--- src/rtl/shreg_pkg.sv ---
// Shared types for the universal shift/ring register: mode encoding, direction codes
// and a one-hot helper.
package shreg_pkg;

   typedef enum logic [2:0] {
      MODE_HOLD    = 3'd0,
      MODE_LOAD    = 3'd1,
      MODE_SHIFT   = 3'd2,
      MODE_ROTATE  = 3'd3,
      MODE_JOHNSON = 3'd4
   } mode_e;

   localparam logic DIR_RIGHT = 1'b0;
   localparam logic DIR_LEFT  = 1'b1;

   // Callers zero-extend narrower registers to 32 bits.
   function automatic logic is_onehot(input logic [31:0] v);
      return ($countones(v) == 1);
   endfunction

endpackage

--- src/rtl/shreg_step_cnt.sv ---
// Step counter for the universal shift register.
// Counts steps modulo the active period and produces a one-cycle registered wrap pulse.
module shreg_step_cnt #(
   parameter  int unsigned WIDTH = 4,
   localparam int unsigned CW    = $clog2(2 * WIDTH)
) (
   input  logic          clk,
   input  logic          rst_n,
   input  logic          step,
   input  logic          clr,
   input  logic          dbl,
   output logic [CW-1:0] step_cnt,
   output logic          wrap
);

   // One extra bit so that a period of 2*WIDTH is representable.
   localparam int unsigned PW = CW + 1;

   logic [CW-1:0] cnt_q, cnt_d;
   logic          wrap_q, wrap_d;
   logic [PW-1:0] period;
   logic [PW-1:0] nxt;

   always_comb begin
      cnt_d  = cnt_q;
      wrap_d = 1'b0;
      period = dbl ? PW'(2 * WIDTH) : PW'(WIDTH);
      nxt    = {1'b0, cnt_q} + PW'(1);
      if (clr) begin
         cnt_d = '0;
      end else if (step) begin
         if (nxt >= period) begin
            cnt_d  = '0;
            wrap_d = 1'b1;
         end else begin
            cnt_d = nxt[CW-1:0];
         end
      end
   end

   always_ff @(posedge clk or negedge rst_n) begin
      if (!rst_n) begin
         cnt_q  <= '0;
         wrap_q <= 1'b0;
      end else begin
         cnt_q  <= cnt_d;
         wrap_q <= wrap_d;
      end
   end

   assign step_cnt = cnt_q;
   assign wrap     = wrap_q;

endmodule

--- src/rtl/univ_shift_reg.sv ---
// Universal shift/ring register: hold, load, serial shift, rotate and Johnson modes.
// Define ONEHOT_CHK_EN to build the sticky one-hot check that drives err during ROTATE.
module univ_shift_reg
   import shreg_pkg::*;
#(
   parameter  int unsigned      WIDTH   = 4,
   parameter  logic [WIDTH-1:0] RST_VAL = {1'b1, {(WIDTH-1){1'b0}}},
   localparam int unsigned      CW      = $clog2(2 * WIDTH)
) (
   input  logic             clk,
   input  logic             rst_n,
   input  logic             en,
   input  logic [2:0]       mode,
   input  logic             dir,
   input  logic [WIDTH-1:0] load_val,
   input  logic             ser_in,
   output logic [WIDTH-1:0] out,
   output logic             ser_out,
   output logic [CW-1:0]    step_cnt,
   output logic             wrap,
   output logic             err
);

   mode_e            mode_s;
   logic [WIDTH-1:0] out_q, out_d;
   logic             cnt_step, cnt_clr, cnt_dbl;

   assign mode_s = mode_e'(mode);

   // Datapath next state; reserved encodings fall through to hold.
   always_comb begin
      out_d    = out_q;
      cnt_step = 1'b0;
      cnt_clr  = 1'b0;
      cnt_dbl  = 1'b0;
      if (en) begin
         case (mode_s)
            MODE_LOAD: begin
               out_d   = load_val;
               cnt_clr = 1'b1;
            end
            MODE_SHIFT: begin
               out_d    = (dir == DIR_LEFT) ? {out_q[WIDTH-2:0], ser_in}
                                            : {ser_in, out_q[WIDTH-1:1]};
               cnt_step = 1'b1;
            end
            MODE_ROTATE: begin
               out_d    = (dir == DIR_LEFT) ? {out_q[WIDTH-2:0], out_q[WIDTH-1]}
                                            : {out_q[0], out_q[WIDTH-1:1]};
               cnt_step = 1'b1;
            end
            MODE_JOHNSON: begin
               out_d    = (dir == DIR_LEFT) ? {out_q[WIDTH-2:0], ~out_q[WIDTH-1]}
                                            : {~out_q[0], out_q[WIDTH-1:1]};
               cnt_step = 1'b1;
               cnt_dbl  = 1'b1;
            end
            default: out_d = out_q;
         endcase
      end
   end

   always_ff @(posedge clk or negedge rst_n) begin
      if (!rst_n) out_q <= RST_VAL;
      else        out_q <= out_d;
   end

   shreg_step_cnt #(.WIDTH(WIDTH)) u_step_cnt (
      .clk      (clk),
      .rst_n    (rst_n),
      .step     (cnt_step),
      .clr      (cnt_clr),
      .dbl      (cnt_dbl),
      .step_cnt (step_cnt),
      .wrap     (wrap)
   );

`ifdef ONEHOT_CHK_EN
   logic err_q, err_d;

   // Sticky flag on a rotate step from a non-one-hot value; only LOAD or reset clears it.
   always_comb begin
      err_d = err_q;
      if (en) begin
         if (mode_s == MODE_LOAD)
            err_d = 1'b0;
         else if (mode_s == MODE_ROTATE && !is_onehot(32'(out_q)))
            err_d = 1'b1;
      end
   end

   always_ff @(posedge clk or negedge rst_n) begin
      if (!rst_n) err_q <= 1'b0;
      else        err_q <= err_d;
   end

   assign err = err_q;
`else
   assign err = 1'b0;
`endif

   assign out     = out_q;
   assign ser_out = (dir == DIR_LEFT) ? out_q[WIDTH-1] : out_q[0];

endmodule

--- config.mk ---
export PLATFORM = sky130hd
export DESIGN_NAME = univ_shift_reg
export DESIGN_NICKNAME = d
export VERILOG_FILES = /design/src/rtl/shreg_pkg.sv /design/src/rtl/shreg_step_cnt.sv /design/src/rtl/univ_shift_reg.sv
export SDC_FILE = /design/constraint.sdc
export NUM_CORES = 1
export LEC_CHECK = 0
export ABC_AREA = 1
export BUFFER_PORTS_ARGS = -buffer_cell sky130_fd_sc_hd__buf_4
export CAP_MARGIN = 20
export CORE_AREA = 4 4 44 46
export CTS_CLUSTER_DIAMETER = 60
export DETAILED_ROUTE_END_ITERATION = 10
export DIE_AREA = 0 0 48 50
export PLACE_DENSITY = 0.74
export SYNTH_ARGS = -nofsm -noshare
export SYNTH_HDL_FRONTEND = slang
export SYNTH_HIERARCHICAL = 1
export SYNTH_SLANG_ARGS = --single-unit
--- constraint.sdc ---
create_clock -name clk -period 1.8 [get_ports clk]
set_clock_uncertainty 0.2 [all_clocks]
set_input_delay 0.09 -clock clk [delete_from_list [all_inputs] [get_ports clk]]
set_output_delay 0.09 -clock clk [all_outputs]
set_load 0.01 [all_outputs]
==> run summary, run 1 <==
Status -> finished, final reports clean
CP Cell Sequence -> ha_1, nand2_1, nand2_2, ha_1, nand2_1, nand3_1, nand2_2, nand2_1, nand2_1
ANT cells -> 0
Syn Area/Cell -> 5.74 sq um
IO Pins -> 22
Post-Synth Adder-Cell Area -> 5.27%
Hold-critical path depth -> 6
Largest family of logic cells by synthesized area -> simple AND/OR/NAND/NOR gates
Vias -> 777
Mux contribution to synthesized area -> 0%
Port Buffers -> 20
Worst Setup End Kind -> register
CP most frequent cell -> nand2_1
CTS clk-pin slew, worst paths -> 0.05 ns
Clk_lat worst skew -> 0.25 ns
Yosys warns -> 6
Most frequent cells in the layout -> nand2_1, buf_4, inv_1, nor2_1, dfrtp_1
Num rows -> 14
DIE HEIGHT -> 50 um
Simple logic cell fraction of the synthesized area -> 49.2%
FF+latch count, synth -> 8
Net total in the final layout -> 168
Maxcap violations -> 0
Min cycle time layout -> 1.69 ns
Post-place setup slack -> 0.104 ns
Share of cells above drive strength 1 -> 21.7%
Largest net degree at the start of global routing -> 10
Crit path kind -> reg2reg
Setup violators final -> 0
CTS tree -> done
Die width -> 48 um
Num CTS Buffers -> 3
Required @ worst endpoint -> 1.74 ns
Maximum level of the CTS H-tree -> 1
Number of gates resized after cts -> 0
Number of global-route vias before repair -> 701
Total grt overflow -> 0
First-pass GRT wire length -> 2720 um
P per Cell Area -> 906 nW/um^2
RePlAce Congestion -> 0.749
Hold crit path type -> in2reg
Avg Vias per Cell -> 4.63
CTS Buffer Depth -> 2
TritonRoute pass-1 iters -> 4
Slew Viols, Final -> 0
Iteration-0 DRC Markers -> 13
Synth unique cells -> 17
Worst vdd rail ir drop -> 0.653 mV
Clk root buf -> clkbuf_4
WL per Instance -> 9.40 um
Remaining antenna violation count after routing -> 0
Die area -> 2400 sq um
Post-synthesis xor/xnor area fraction -> 0%
Fmax -> 590 MHz
Drt drc -> 0
Fin area -> 948 sq um
Clock sinks -> 8
Final Util -> 63.0%
WL final -> 1580 um
Crit-path max cell delay -> 0.41 ns
Syn nets -> 139
Final cycle utilization of the critical path -> 94.1%
Leading cell type in the layout, fill and taps excluded -> nand2_1
CP Launch Type -> register
Mapped Cells -> 124
Max stage delay cell, worst path -> dfrtp_1
Worst setup margin -> 0.106 ns
Synth Area in Compound Gates -> 3.51%
Final hold violation count -> 0
DP Area -> 867 sq um
Area grow syn2layout -> 33.2%
Seq/Total Area, Yosys -> 28.3%
Leakage -> 0.000576 uW
Netlist Area Pre-Place -> 712 sq um
Crit path DAT -> 1.63 ns
Placeable core region -> 1510 sq um
Cells on worst reg2reg path -> 9
Initial Utilization -> 47.3%
Gr usage total -> 15.1%
Dpl hpwl -> 1270 um
Initial antenna violation count -> 0
Worst-path fanout max -> 4
worst max-delay path, delay by kind of cell (launching register included):
family / cells / cell delay [ns]
simple gates: 7 / 0.46
flops: 1 / 0.41
fa+ha+maj: 2 / 0.51
synth_stat cells:
| cell type | instances | area [sq um] |
|---|---|---|
| inv_1 | 20 | 75.1 |
| nand2_2 | 3 | 18.8 |
| nand3_2 | 1 | 10.0 |
| nand3b_1 | 3 | 22.5 |
| o21ai_0 | 2 | 10.0 |
| dfstp_2 | 1 | 26.3 |
| or2_1 | 1 | 6.26 |
| inv_2 | 1 | 3.75 |
| nor2_1 | 20 | 75.1 |
| dfrtp_1 | 7 | 175 |
| nand2_1 | 52 | 195 |
| nand3_1 | 2 | 10.0 |
| nor2_2 | 2 | 12.5 |
| a21oi_1 | 3 | 15.0 |
| ha_1 | 3 | 37.5 |
| buf_4 | 2 | 15.0 |
| conb_1 | 1 | 3.75 |
stage by stage:
stage	total power [uW]	instances	setup TNS, ns	hold WS, ns
detailed placement	683	158	0	-0.287
global placement	675	158	0	-0.291
CTS	836	166	0	0.0282
global route	960	168	-0.0407	0.0525
floorplan	526	124	0	-0.406
finish	859	168	0	0.0282
repair_timing:
item / CTS / global route
endpoints found under the hold margin: 10 / 0
buffers inserted: 0 / 2
setup endpoints to repair: 0 / 3
hold buffers: 4 / 0
layer usage:
layer	GRT usage [%]	wire length, um
met5	0	0
met4	4.04	0
met3	2.18	77
met2	26.0	831
met1	18.6	671
cell families (layout without fill, tap and decap cells):
group                    count (synthesis)  after routing
flip-flops                               8              8
adder cells (fa/ha/maj)                  3              3
AND/OR/NAND/NOR                         84             84
buffers and inverters                   23             51
other                                    1              1
AO/OA/AOI/OAI                            5              5
layout make-up:
class                      instances  area, sq um
clock buffer                       4         26.3
fill                             142          558
inverter                          21         78.8
multi-input combinational         93          417
sequential                         8          201
tap                               16         20.0
timing repair buffer              26          205
path summary, 6_finish.rpt:
path                                        start                     end  slack [ns]
max                        u_step_cnt/step_cnt[0]  u_step_cnt/step_cnt[2]        0.11
min                                   load_val[0]                  out[0]        0.03
max reg2reg                u_step_cnt/step_cnt[0]  u_step_cnt/step_cnt[2]        0.11
min reg2reg                                out[3]                  out[3]        0.30
max in group asynchronous                   rst_n         u_step_cnt/wrap        0.56
min in group asynchronous                   rst_n                  out[3]        0.12
registers in the layout, summed over array words and instances (netlist names):
register	cells
u_step_cnt/step_cnt	3
out	4
u_step_cnt/wrap	1
power by group:
| group | switching, uW | internal [uW] |
|---|---|---|
| combinational | 225 | 205 |
| sequential | 51.7 | 235 |
| clock | 58.1 | 84.6 |
| total | 334 | 525 |
Note: power is estimated with default switching activity, not from simulation.
==> run 2, diff against run 1 <==
CORE_AREA = 2 2 42 44   (was 4 4 44 46)
DIE_AREA = 0 0 44 46   (was 0 0 48 50)
==> run 2 against run 1 <==
Clock power about the same; via count down 3.1%; die area down 16%; cell area down 2.1%; combinational power down 8.8%; routed wire length down 4.4%; core utilization down 5.4 points; fmax up 1.2%; worst hold slack worse by 0.026 ns; final cell count down 1.2%; worst setup slack better by 0.021 ns; register-to-register slack better by 0.02 ns.
==> run summary, run 2 (same netlist as run 1, synthesis figures left out) <==
Status -> finished, final reports clean
Largest net degree at the start of global routing -> 10 (unchanged)
Leakage -> 0.000559 uW (-3.1%)
FF+latch area -> 203 sq um (+0.62%)
TritonRoute pass-1 iters -> 4 (unchanged)
Total grt overflow -> 0 (unchanged)
Reg-to-reg critical path startpoint -> u_step_cnt/step_cnt[0]
Worst-path fanout max -> 5 (+1)
Leading cell type in the layout, fill and taps excluded -> nand2_1
First-pass GRT wire length -> 2590 um (-4.8%)
Number of global-route vias before repair -> 657 (-6.3%)
WL per Instance -> 9.10 um (-3.2%)
Share of cells above drive strength 1 -> 22.1% (+0.44 points)
Setup violators final -> 0 (unchanged)
CTS tree -> done
FF-to-FF setup slack -> 0.13 ns (+0.02 ns)
Num rows -> 15 (+1)
Final cycle utilization of the critical path -> 93.0% (-1.1 points)
Avg Vias per Cell -> 4.54 (-1.9%)
Maxcap violations -> 0 (unchanged)
Setup TNS -> 0 ns (unchanged)
Worst vdd rail ir drop -> 0.737 mV (+13%)
Clk root buf -> clkbuf_4
Cells on worst reg2reg path -> 9 (unchanged)
Net total in the final layout -> 165 (-1.8%)
CTS Buffer Depth -> 2 (unchanged)
Fillers -> 170 (+20%)
CP most frequent cell -> nand2_1
Placeable core region -> 1610 sq um (+7.1%)
Multi-input logic area -> 419 sq um (+0.60%)
Vias -> 753 (-3.1%)
Maximum level of the CTS H-tree -> 1 (unchanged)
Clock sinks -> 8 (unchanged)
Max stage delay cell, worst path -> dfrtp_2
Crit path kind -> reg2reg
Max reg flops -> 4 (unchanged)
WL final -> 1510 um (-4.4%)
CP Cell Sequence -> ha_2, nand2_1, nand2_2, ha_1, nand2_1, nand3_1, nand2_2, nand2_1, nand2_1
Largest delay share family, worst path -> adder cells
Unrepaired setup endpoints after global routing -> no
Crit path DAT -> 1.60 ns (-0.03 ns)
Remaining antenna violation count after routing -> 0 (unchanged)
ANT cells -> 0 (unchanged)
Die area -> 2020 sq um (-16%)
P per Cell Area -> 896 nW/um^2 (-1.1%)
Gr usage total -> 17.1% (+2.0 points)
Hold crit path type -> in2reg
Slew Viols, Final -> 0 (unchanged)
Most frequent cells in the layout -> nand2_1, inv_1, nor2_1, buf_4, dfrtp_1
Crit-path max cell delay -> 0.43 ns (+0.02 ns)
Worst Setup End Kind -> register
FF-to-FF End -> u_step_cnt/step_cnt[1]
Num CTS Buffers -> 3 (unchanged)
RePlAce Congestion -> 0.837 (+12%)
Die width -> 44 um (-8.3%)
Hold Startpoint -> load_val[1]
Dpl hpwl -> 1270 um (-0.36%)
Worst hold path endpoint -> out[1]
Hold-critical path depth -> 5 (-1)
Required @ worst endpoint -> 1.73 ns (about the same)
Initial antenna violation count -> 0 (unchanged)
Drt drc -> 0 (unchanged)
CP Launch Type -> register
DIE HEIGHT -> 46 um (-8.0%)
Min cycle time layout -> 1.67 ns (-0.0206 ns)
Clk_lat worst skew -> 0.25 ns (about the same)
Iteration-0 DRC Markers -> 8 (-5)
Final Util -> 57.5% (-5.4 points)
Postcts setup bufs -> 0 (unchanged)
Port Buffers -> 20 (unchanged)
Fmax -> 598 MHz (+1.2%)
CTS clk-pin slew, worst paths -> 0.06 ns (about the same)
IO Pins -> 22 (unchanged)
Worst path bufs/invs -> 0 (unchanged)
Initial Utilization -> 44.1% (-3.2 points)
Final hold violation count -> 0 (unchanged)
Area grow syn2layout -> 30.4%
-- run 2: changes by cell type in the layout (fill, tap and decap cells not counted), sizes merged --
| cell | previous run | this run |
|---|---|---|
| dlygate4sd3 | 4 | 3 |
| buf | 22 | 20 |
-- run 2: cell type report --
type / count / area share [%]
multi-input cells: 93 / 45.1
inverters: 21 / 8.49
flip-flops and latches: 8 / 21.8
well taps: 17 / 2.29
repair buffers: 23 / 19.4
clock buffers: 4 / 2.83
-- run 2: per-stage QoR --
stage	hold WS [ns]	cell area, sq um	setup slack [ns]	power [uW]	instances
floorplan	-0.406	712	0.157	526	124
global placement	-0.291	868	0.102	676	159
detailed placement	-0.289	868	0.0950	687	159
CTS	0.00326	925	0.0676	839	166
global route	0.0256	928	0.00840	920	166
finish	0.00213	928	0.127	832	166
-- run 2: worst max-delay path by stage --
stage,from,endpoint,slack [ns],cells after the start
floorplan,u_step_cnt/step_cnt[0],u_step_cnt/step_cnt[2],0.16,9
global placement,u_step_cnt/step_cnt[0],u_step_cnt/step_cnt[1],0.10,9
detailed placement,u_step_cnt/step_cnt[0],u_step_cnt/step_cnt[2],0.09,9
CTS,u_step_cnt/step_cnt[0],u_step_cnt/step_cnt[1],0.07,9
global route,u_step_cnt/step_cnt[1],u_step_cnt/step_cnt[1],0.008,10
finish,u_step_cnt/step_cnt[0],u_step_cnt/step_cnt[1],0.13,9
-- run 2: tightest hold or removal path: stages --
cell	delay [ns]
buf_4	0.08
nand2_1	0.05
nand2_1	0.06
nand2_1	0.04
o21ai_0	0.08
-- run 2: timing repair --
item	4_1_cts	5_1_grt
hold buffers	3	0
resized for setup	0	2
endpoints found under the hold margin	9	0
endpoints found under the setup margin	0	3
-- run 2: power by group --
part	total (uW)	switching (uW)	internal, uW
Sequential	296	59.3	237
Combinational	392	210	182
Clock	143	58.8	84.7
Total	832	328	504
-- run 2: layer usage --
layer  global-route usage (%)  part of all wire (%)  vias up
li1                         -                     -      412
met1                     20.1                    46      320
met2                     32.6                    49       21
met3                     2.38                   4.8        0
met4                     3.64                     0        0
met5                        0                     0        -
==> run 3, diff against run 2 <==
BUFFER_PORTS_ARGS = default   (was -buffer_cell sky130_fd_sc_hd__buf_4)
CAP_MARGIN = default   (was 20)
CELL_PAD_IN_SITES_DETAIL_PLACEMENT = 2   (was default)
CELL_PAD_IN_SITES_GLOBAL_PLACEMENT = 2   (was default)
CORE_AREA = 2 2 53 55   (was 2 2 42 44)
DIE_AREA = 0 0 55 57   (was 0 0 44 46)
DONT_BUFFER_PORTS = 1   (was default)
==> run 3 against run 2 <==
Sequential power is essentially flat; final cell count rose by 0.60%; critical path depth unchanged; clock-buffer cell count unchanged; cell area is 6.9% lower; via count grew 4.5%; clock power rose by 14%; worst setup slack barely moved; die area increased by 55%; critical path type unchanged; sequential share of layout area grew 1.5 points; worst hold slack better by 0.029 ns; total power is 0.20% lower.
==> run summary, run 3 (same netlist as run 1, synthesis figures left out) <==
Final hold violation count -> 0 (unchanged)
Num rows -> 19 (+4)
Placeable core region -> 2620 sq um (+62%)
Clk_lat worst skew -> 0.27 ns (+0.02 ns)
Clock group share of total power -> 19.7% (+2.5 points)
Number of global-route vias before repair -> 869 (+32%)
Worst Hold Slack -> 0.0312 ns (+0.0290 ns)
TritonRoute pass-1 iters -> 4 (unchanged)
DP Area -> 751 sq um (-14%)
Clk root buf -> clkbuf_4
FF-to-FF setup slack -> 0.13 ns (about the same)
Initial antenna violation count -> 0 (unchanged)
Gr usage total -> 17.7% (+0.63 points)
Worst setup margin -> 0.127 ns (+0.000408 ns)
Maxcap violations -> 0 (unchanged)
WL final -> 2390 um (+58%)
First-pass GRT wire length -> 3930 um (+52%)
Setup violators final -> 0 (unchanged)
Area grow syn2layout -> 21.4%
Avg Vias per Cell -> 4.71 (+3.9%)
Hold Startpoint -> mode[2]
Hold crit path type -> in2reg
Drt drc -> 0 (unchanged)
Iteration-0 DRC Markers -> 9 (+1)
Logic gate share of total power -> 44.4% (-2.8 points)
P_int -> 462 uW (-8.2%)
Total grt overflow -> 0 (unchanged)
Crit path DAT -> 1.64 ns (+0.04 ns)
Slew Viols, Final -> 0 (unchanged)
Post-place setup slack -> 0.109 ns (+0.0135 ns)
Switching part of the total -> 44.3% (+4.8 points)
Sw Pwr -> 368 uW (+12%)
Reg power frac -> 35.9% (+0.3 points)
Worst-path fanout max -> 4 (-1)
Remaining antenna violation count after routing -> 0 (unchanged)
Total Power -> 830 uW (-0.20%)
Worst vdd rail ir drop -> 0.484 mV (-34%)
Reg-to-reg critical path startpoint -> u_step_cnt/step_cnt[0]
CTS clk-pin slew, worst paths -> 0.06 ns (about the same)
Crit path kind -> reg2reg
Setup TNS -> 0 ns (unchanged)
CTS Buffer Depth -> 2 (unchanged)
Min cycle time layout -> 1.67 ns (-0.000408 ns)
Postcts setup bufs -> 0 (unchanged)
Share of cells above drive strength 1 -> 11.0% (-11 points)
CP Launch Type -> register
Most frequent cells in the layout -> nand2_1, inv_1, nor2_1, dlygate4sd3_1, dfrtp_1
Largest net degree at the start of global routing -> 9 (-1)
Die width -> 55 um (+25%)
Unrepaired setup endpoints after global routing -> no
Worst hold path endpoint -> out[1]
Required @ worst endpoint -> 1.77 ns (+0.04 ns)
IO Pins -> 22 (unchanged)
Cells on worst reg2reg path -> 9 (unchanged)
Leakage -> 0.000498 uW (-11%)
Port Buffers -> 0 (-100%)
RePlAce Congestion -> 0.757 (-9.6%)
ANT cells -> 0 (unchanged)
DIE HEIGHT -> 57 um (+24%)
Vias -> 787 (+4.5%)
Worst Setup End Kind -> register
Hold-critical path depth -> 5 (unchanged)
P per Cell Area -> 961 nW/um^2 (+7.2%)
Die area -> 3140 sq um (+55%)
Final cycle utilization of the critical path -> 92.9% (about the same)
Leading cell type in the layout, fill and taps excluded -> nand2_1
Dpl hpwl -> 1800 um (+42%)
Maximum level of the CTS H-tree -> 1 (unchanged)
FF-to-FF End -> u_step_cnt/step_cnt[2]
Clock sinks -> 8 (unchanged)
Num CTS Buffers -> 3 (unchanged)
Fmax -> 598 MHz (about the same)
Fillers -> 354 (+110%)
Net total in the final layout -> 152 (-7.9%)
Fin area -> 865 sq um (-6.9%)
WL per Instance -> 14.3 um (+57%)
Status -> finished, final reports clean
Max reg flops -> 4 (unchanged)
CTS tree -> done
Initial Utilization -> 27.2% (-17 points)
[run 3: layout make-up]
type / count / area [sq um] / share of cell area, %
flip-flops and latches: 8 / 201 / 23.3
multi-input cells: 93 / 424 / 49.1
well taps: 31 / 38.8 / 4.49
inverters: 21 / 78.8 / 9.12
clock buffers: 4 / 26.3 / 3.04
repair buffers: 10 / 95.1 / 11.0
[run 3: how the worst max path moves through the flow]
stage | slack, ns | startpoint | end
finish | 0.13 | u_step_cnt/step_cnt[0] | u_step_cnt/step_cnt[2]
global route | 0.01 | u_step_cnt/step_cnt[0] | u_step_cnt/step_cnt[2]
CTS | 0.03 | u_step_cnt/step_cnt[0] | u_step_cnt/step_cnt[2]
detailed placement | 0.11 | u_step_cnt/step_cnt[0] | u_step_cnt/step_cnt[0]
global placement | 0.19 | u_step_cnt/step_cnt[1] | u_step_cnt/wrap
floorplan | 0.16 | u_step_cnt/step_cnt[0] | u_step_cnt/step_cnt[2]
[run 3: metal layers]
metal  vias to the layer above  share of wire (%)  track usage, %
met5                         -                  0               0
met4                         0                2.1            8.36
met3                         5                2.8            2.09
met2                        15                 57            32.8
met1                       383                 38            18.9
li1                        384                  -               -
[run 3: per-stage QoR]
step | std cells | util, %
2_1_floorplan | 124 | -
3_3_place_gp | 155 | 28.7
3_5_place_dp | 155 | 28.7
4_1_cts | 167 | 32.8
5_1_grt | 167 | 33.1
6_report | 167 | 33.1
[run 3: critical path, stage by stage, from the launching register on]
cell and delay [ns]:
dfrtp_1 0.39, ha_2 0.20, nand2_1 0.07, nand2_2 0.07
ha_1 0.28, nand2_1 0.08, nand3_2 0.07, nand2_2 0.07
nand2_1 0.08, nand2_1 0.05
[run 3: power groups by stage]
stage | combinational (uW) | sequential (uW) | clock (uW)
floorplan | 218 | 308 | 0
global placement | 314 | 300 | 0
detailed placement | 342 | 303 | 0
CTS | 367 | 301 | 174
global route | 425 | 308 | 177
finish | 369 | 298 | 163
[run 3: repair_timing]
action	CTS	global route
endpoints found under the setup margin	0	3
resized for setup	0	2
endpoints found under the hold margin	12	0
hold buffers	8	0
